[config.mk]
export PLATFORM = sky130hd
export DESIGN_NAME = adc_spi_sequencer
export DESIGN_NICKNAME = d
export VERILOG_FILES = /design/src/rtl/adc_pkg.sv /design/src/rtl/adc_sck_gen.sv /design/src/rtl/adc_spi_sequencer.sv
export SDC_FILE = /design/constraint.sdc
export NUM_CORES = 1
export LEC_CHECK = 0
export CAP_MARGIN = 20
export CORE_UTILIZATION = 45
export DETAILED_ROUTE_END_ITERATION = 10
export GPL_ROUTABILITY_DRIVEN = 0
export PLACE_DENSITY = 0.72
export SYNTH_ARGS = -nofsm -noshare
export SYNTH_HDL_FRONTEND = slang
export SYNTH_SLANG_ARGS = --single-unit
[constraint.sdc]
create_clock -name CLOCK_50 -period 3.4 [get_ports CLOCK_50]
set_input_delay 0.68 -clock CLOCK_50 [delete_from_list [all_inputs] [get_ports CLOCK_50]]
set_output_delay 0.68 -clock CLOCK_50 [all_outputs]
set_load 0.005 [all_outputs]
[src/rtl/adc_pkg.sv]
// Shared types and constants for the ADC SPI sequencer.
// The frame width is fixed by the ADC; channel config constants live with the channel-select stage.
package adc_pkg;

    localparam int ADC_DATA_W = 12;
    localparam int ADC_BITS_W = $clog2(ADC_DATA_W + 1);

    typedef enum logic [2:0] {IDLE, CONVST, WAIT, SHIFT, DONE} adc_state_t;

    function automatic int max2(input int a, input int b);
        return (a > b) ? a : b;
    endfunction

endpackage

[src/rtl/adc_sck_gen.sv]
// SCK generator for one ADC frame: ADC_DATA_W low-then-high periods while en is high.
// rise_pulse/fall_pulse/done flag the clk edge on which sck is about to change.
module adc_sck_gen
    import adc_pkg::*;
#(
    parameter int SCK_HALF = 2
) (
    input  logic clk,
    input  logic rst_n,
    input  logic en,
    output logic sck,
    output logic rise_pulse,
    output logic fall_pulse,
    output logic done
);

    localparam int                    HALF_W      = $clog2(SCK_HALF + 1);
    localparam logic [HALF_W-1:0]     HALF_LAST   = HALF_W'(SCK_HALF - 1);
    localparam logic [ADC_BITS_W-1:0] LAST_PERIOD = ADC_BITS_W'(ADC_DATA_W - 1);

    logic [HALF_W-1:0]     half_cnt_q, half_cnt_d;
    logic [ADC_BITS_W-1:0] per_cnt_q;
    logic                  sck_q;
    logic                  toggle;

    assign toggle     = en && (half_cnt_q == HALF_LAST);
    assign rise_pulse = toggle && !sck_q;
    assign fall_pulse = toggle && sck_q;
    assign done       = fall_pulse && (per_cnt_q == LAST_PERIOD);
    assign sck        = sck_q;
    assign half_cnt_d = toggle ? '0 : half_cnt_q + 1'b1;

    // Dropping en reloads everything, so each frame starts with a full low half-period.
    always_ff @(posedge clk or negedge rst_n) begin
        if (!rst_n) begin
            half_cnt_q <= '0;
            per_cnt_q  <= '0;
            sck_q      <= 1'b0;
        end else if (!en) begin
            half_cnt_q <= '0;
            per_cnt_q  <= '0;
            sck_q      <= 1'b0;
        end else begin
            half_cnt_q <= half_cnt_d;
            if (toggle)     sck_q     <= ~sck_q;
            if (fall_pulse) per_cnt_q <= per_cnt_q + 1'b1;
        end
    end

endmodule

[src/rtl/adc_spi_sequencer.sv]
// Frame sequencer for the 8-channel 12-bit SPI ADC: CONVST strobe, conversion wait, 12-bit
// full-duplex shift, then a 1-cycle result strobe tagged with the config that produced it.
module adc_spi_sequencer
    import adc_pkg::*;
#(
    parameter int DATA_W        = ADC_DATA_W,
    parameter int CONVST_CYC    = 2,
    parameter int CONV_WAIT_CYC = 80,
    parameter int SCK_HALF      = 2
) (
    input  logic              CLOCK_50,
    input  logic              reset_n,
    input  logic              start,
    input  logic [DATA_W-1:0] chansel,
    output logic              busy,
    output logic              data_valid,
    output logic [DATA_W-1:0] result,
    output logic [DATA_W-1:0] result_cfg,
    output logic              ADC_CONVST,
    output logic              ADC_SCK,
    output logic              ADC_SDI,
    input  logic              ADC_SDO
);

    localparam int CNT_W = $clog2(max2(CONVST_CYC, CONV_WAIT_CYC) + 1);

    adc_state_t        state_q;
    logic [CNT_W-1:0]  cnt_q;
    logic [DATA_W-1:0] tx_sr_q, rx_sr_q;
    logic [DATA_W-1:0] cur_cfg_q, prev_cfg_q;
    logic [DATA_W-1:0] result_q, result_cfg_q;
    logic              busy_q, data_valid_q, convst_q, sdi_q;
    logic              sck_rise, sck_fall, sck_done;

    adc_sck_gen #(
        .SCK_HALF (SCK_HALF)
    ) u_sck_gen (
        .clk        (CLOCK_50),
        .rst_n      (reset_n),
        .en         (state_q == SHIFT),
        .sck        (ADC_SCK),
        .rise_pulse (sck_rise),
        .fall_pulse (sck_fall),
        .done       (sck_done)
    );

    always_ff @(posedge CLOCK_50 or negedge reset_n) begin
        if (!reset_n) begin
            state_q      <= IDLE;
            cnt_q        <= '0;
            tx_sr_q      <= '0;
            rx_sr_q      <= '0;
            cur_cfg_q    <= '0;
            prev_cfg_q   <= '0;
            result_q     <= '0;
            result_cfg_q <= '0;
            busy_q       <= 1'b0;
            data_valid_q <= 1'b0;
            convst_q     <= 1'b0;
            sdi_q        <= 1'b0;
        end else begin
            data_valid_q <= 1'b0;
            unique case (state_q)
                IDLE: begin
                    if (start) begin
                        tx_sr_q   <= chansel;
                        cur_cfg_q <= chansel;
                        busy_q    <= 1'b1;
                        convst_q  <= 1'b1;
                        cnt_q     <= CNT_W'(CONVST_CYC - 1);
                        state_q   <= CONVST;
                    end
                end
                CONVST: begin
                    if (cnt_q == '0) begin
                        convst_q <= 1'b0;
                        sdi_q    <= tx_sr_q[DATA_W-1];
                        cnt_q    <= CNT_W'(CONV_WAIT_CYC - 1);
                        state_q  <= WAIT;
                    end else begin
                        cnt_q <= cnt_q - 1'b1;
                    end
                end
                WAIT: begin
                    if (cnt_q == '0) state_q <= SHIFT;
                    else             cnt_q   <= cnt_q - 1'b1;
                end
                SHIFT: begin
                    if (sck_rise) rx_sr_q <= {rx_sr_q[DATA_W-2:0], ADC_SDO};
                    // The ADC applies this frame's config to the next conversion, so the
                    // result going out now belongs to the previous frame's config.
                    if (sck_done) begin
                        result_q     <= rx_sr_q;
                        result_cfg_q <= prev_cfg_q;
                        prev_cfg_q   <= cur_cfg_q;
                        data_valid_q <= 1'b1;
                        state_q      <= DONE;
                    end else if (sck_fall) begin
                        tx_sr_q <= {tx_sr_q[DATA_W-2:0], 1'b0};
                        sdi_q   <= tx_sr_q[DATA_W-2];
                    end
                end
                DONE: begin
                    busy_q  <= 1'b0;
                    state_q <= IDLE;
                end
                default: state_q <= IDLE;
            endcase
        end
    end

    assign busy       = busy_q;
    assign data_valid = data_valid_q;
    assign result     = result_q;
    assign result_cfg = result_cfg_q;
    assign ADC_CONVST = convst_q;
    assign ADC_SDI    = sdi_q;

    a_sck_in_shift: assert property (@(posedge CLOCK_50) disable iff (!reset_n)
        ADC_SCK |-> (state_q == SHIFT));
    a_convst_in_convst: assert property (@(posedge CLOCK_50) disable iff (!reset_n)
        ADC_CONVST |-> (state_q == CONVST));
    a_valid_busy: assert property (@(posedge CLOCK_50) disable iff (!reset_n)
        data_valid |-> busy);
    a_valid_single: assert property (@(posedge CLOCK_50) disable iff (!reset_n)
        data_valid |=> !data_valid);

endmodule

==> flow_summary.yaml <==
synthesis:
  synth_area_per_cell_um2: 13.60
  ys_seq_area_frac: 0.5702
  syn_area_mm2: 0.004081
  syn_nets: 319
  synth-seq-cells: 93
  async_reset_ff_frac: 1.000
  synth_cell_types: 49
  synth_top_flop_cell: "dfrtp_1"
  yosysWarnings: 0
  synth_edf_count: 0
  synthCells: 300
timing:
  hold_viol_final: 0
  slew_headroom: 0.4238
  worstMarginPinSlew_ns: 0.8615
  rsz0062_at_grt: "no"
  period_share: 0.6750
  fmax_mhz: 435.7
  hold_ws_ns: 0.3375
  fin_skew_ns: 0.01078
  setup_viol: 0
  finalSetupTns_ns: 0
  maxSlewViolCount: 0
  post-route-min-period_ns: 2.295
global_route:
  grt_pass1_vias: 2463
  grt_pass1_wl_um: 12210
  grt_max_degree: 50
  groute.usage.overall: 0.1619
  antenna_found_initial: 0
  gr-total-overflow: 0
cts:
  cts_tree: "done"
  cts-root-buf: "clkbuf_8"
  cts.sinks: 93
  path_clk_slew_ns: 0.09
  ctsLongestPathBuffers: 2
  ctsResizeCount: 0
  ctsHoldBuffers: 0
  clock_latency_ns: 0.35
  cts_made_buffers: 9
  postCtsSetupBuffers: 0
  h-tree-depth: 3
drt:
  drc: 0
  ant_nets: 0
  first_pass_iters: 4
  viasPerCell: 5.369
  wl_per_cell_um: 15.72
  dr_total_vias: 2459
  routed_wl_um: 7200
  drtIter0Drc: 93
layout:
  drive_gt1_frac: 0.2657
  nNetsFinal: 364
  layout.cells.most_common: "dfrtp_1"
  n_fill_cell: 728
  final_cell_mix: "dfrtp_1, mux2_2, clkdlybuf4s50_1"
  syn_to_final_growth_pct: 17.14
  ff_latch_area_mm2: 0.002327
  multi_input_area_mm2: 0.001612
  antenna_cells: 0
  design_area_mm2: 0.004781
floorplanning:
  fp.dieArea_mm2: 0.009455
  core_area_mm2: 0.008763
  fp.dieW_um: 97.24
  rows: 34
  die_height_um: 97.24
  pin_count: 45
  initial_core_util: 0.4657
power:
  clockPowerShare: 0.383
  power_switching_uw: 416.1
  p_int_mw: 1.506
  peakVddDrop_mv: 0.2177
  p_sw_frac: 0.2165
  leakagePower_nw: 2.208
  p_per_area_mw_per_mm2: 402.1
  seq_power_share: 0.586
  comb_power_share: 0.031
setup_path:
  critical_path_class: "register to register"
  cp_max_fo: 23
  end_kind: "register"
  arrival_ns: 2.49
  critPathLaunchType: "register"
  cp.required_ns: 3.59
job:
  cap_violations: 0
place:
  dp_hpwl_um: 4834
  port_buffers: 44
  postPlaceCellArea_mm2: 0.004579
status:
  status: "finished, final reports clean"
min_path:
  min_path_type: "primary input to asynchronous set/reset pin"
logic make-up after synthesis:
| group | share of synthesized area |
|---|---|
| adders and majority gates | 0.009198 |
| xor gates and xnor gates | 0.01073 |
| buffers and inverters | 0.03495 |
| and+or+nand+nor | 0.09503 |
| AOI/OAI and AO/OA | 0.08032 |
| muxes | 0.1996 |
| DFF | 0.5702 |
sequential cells by signal (all words and copies together) (netlist names):
name,count
u_sck_gen.per_cnt_q,4
busy,1
cnt_q,7
state_q,3
result,12
ADC_CONVST,1
cur_cfg_q,12
result_cfg,12
data_valid,1
ADC_SDI,1
rx_sr_q,12
prev_cfg_q,12
u_sck_gen.sck,1
tx_sr_q,12
u_sck_gen.half_cnt_q,2
layer usage:
metal	wire length (um)	GRT usage	share of wire	vias to the layer above
met3	183	0.02878	0.025	10
li1	-	-	-	1165
met4	125	0.06448	0.017	0
met2	3472	0.2476	0.48	36
met5	0	0	0	-
met1	3418	0.2302	0.47	1248
path summary, 6_finish.rpt:
path | from | end | slack [ns] | depth (start not counted)
min in group CLOCK_50 | u_sck_gen.half_cnt_q[0] | u_sck_gen.half_cnt_q[0] | 0.48 | 1
worst min-delay path | reset_n | rx_sr_q[0] | 0.34 | 1
max in group asynchronous | reset_n | prev_cfg_q[10] | 2.31 | 2
worst max register to register | state_q[2] | tx_sr_q[8] | 1.10 | 4
worst min register to register | u_sck_gen.half_cnt_q[0] | u_sck_gen.half_cnt_q[0] | 0.48 | 1
worst max-delay path | state_q[2] | tx_sr_q[8] | 1.10 | 4
cell type report:
class                      instances  area share
sequential                        93      0.4868
tap                              108     0.02826
inverter                           6    0.004711
clock inverter                     5     0.01256
multi-input combinational        185      0.3371
timing repair buffer              50      0.1010
clock buffer                      11     0.02957
power by group through the flow:
| stage | Clock (mW) | Combinational [mW] | Sequential, mW |
|---|---|---|---|
| 2_1_floorplan | 0 | 0.0155 | 1.15 |
| 3_3_place_gp | 0 | 0.0609 | 1.15 |
| 3_5_place_dp | 0 | 0.0629 | 1.15 |
| 4_1_cts | 0.761 | 0.0628 | 1.13 |
| 5_1_grt | 0.805 | 0.0691 | 1.13 |
| 6_report | 0.735 | 0.0604 | 1.13 |
critical path, stage by stage (launching register included):
cell,delay [ns]
dfrtp_1,0.76
and3b_1,0.29
buf_4,0.22
a31oi_2,0.65
o21ai_0,0.21
cell usage after synthesis, types with 2 or more instances:
library cell  instances  area (um^2)
or3_1                 3        18.77
mux2_4                8        120.1
nor2b_1               2        12.51
o32ai_1               2        17.52
o21ai_0              15        75.07
nand3b_1              3        22.52
and3b_1               2        17.52
nand3_1               3        15.01
dfrtp_1              93         2327
a22oi_1               2        15.01
buf_2                 6        30.03
mux2_2               51        574.3
nand2b_1              2        12.51
a21oi_1               7        35.03
nor3_4                2        32.53
buf_4                 3        22.52
xor2_1                2        17.52
o211a_1               2        20.02
clkbuf_1              2        7.510
nand4_1               3        18.77
nor2_1               10        37.54
inv_1                 5        18.77
nor3_1                7        35.03
and3_1                2        12.51
ha_1                  3        37.54
buf_6                 4        45.04
mux2i_1              12        120.1
nand2_1              17        63.81
a221o_1               3        30.03
a31oi_1               2        12.51
xnor2_1               3        26.28
o21a_1                2        15.01
metrics by stage:
step | setup slack [ns] | util | instances | total power, mW
after floorplan | 1.521 | - | 300 | 1.162
after global placement | 1.003 | 0.5226 | 442 | 1.209
after detailed placement | 0.9591 | 0.5226 | 442 | 1.212
after CTS | 1.103 | 0.5455 | 458 | 1.950
after global routing | 0.9417 | 0.5455 | 458 | 2.003
final | 1.105 | 0.5455 | 458 | 1.922
Note: power is estimated with default switching activity, not from simulation.
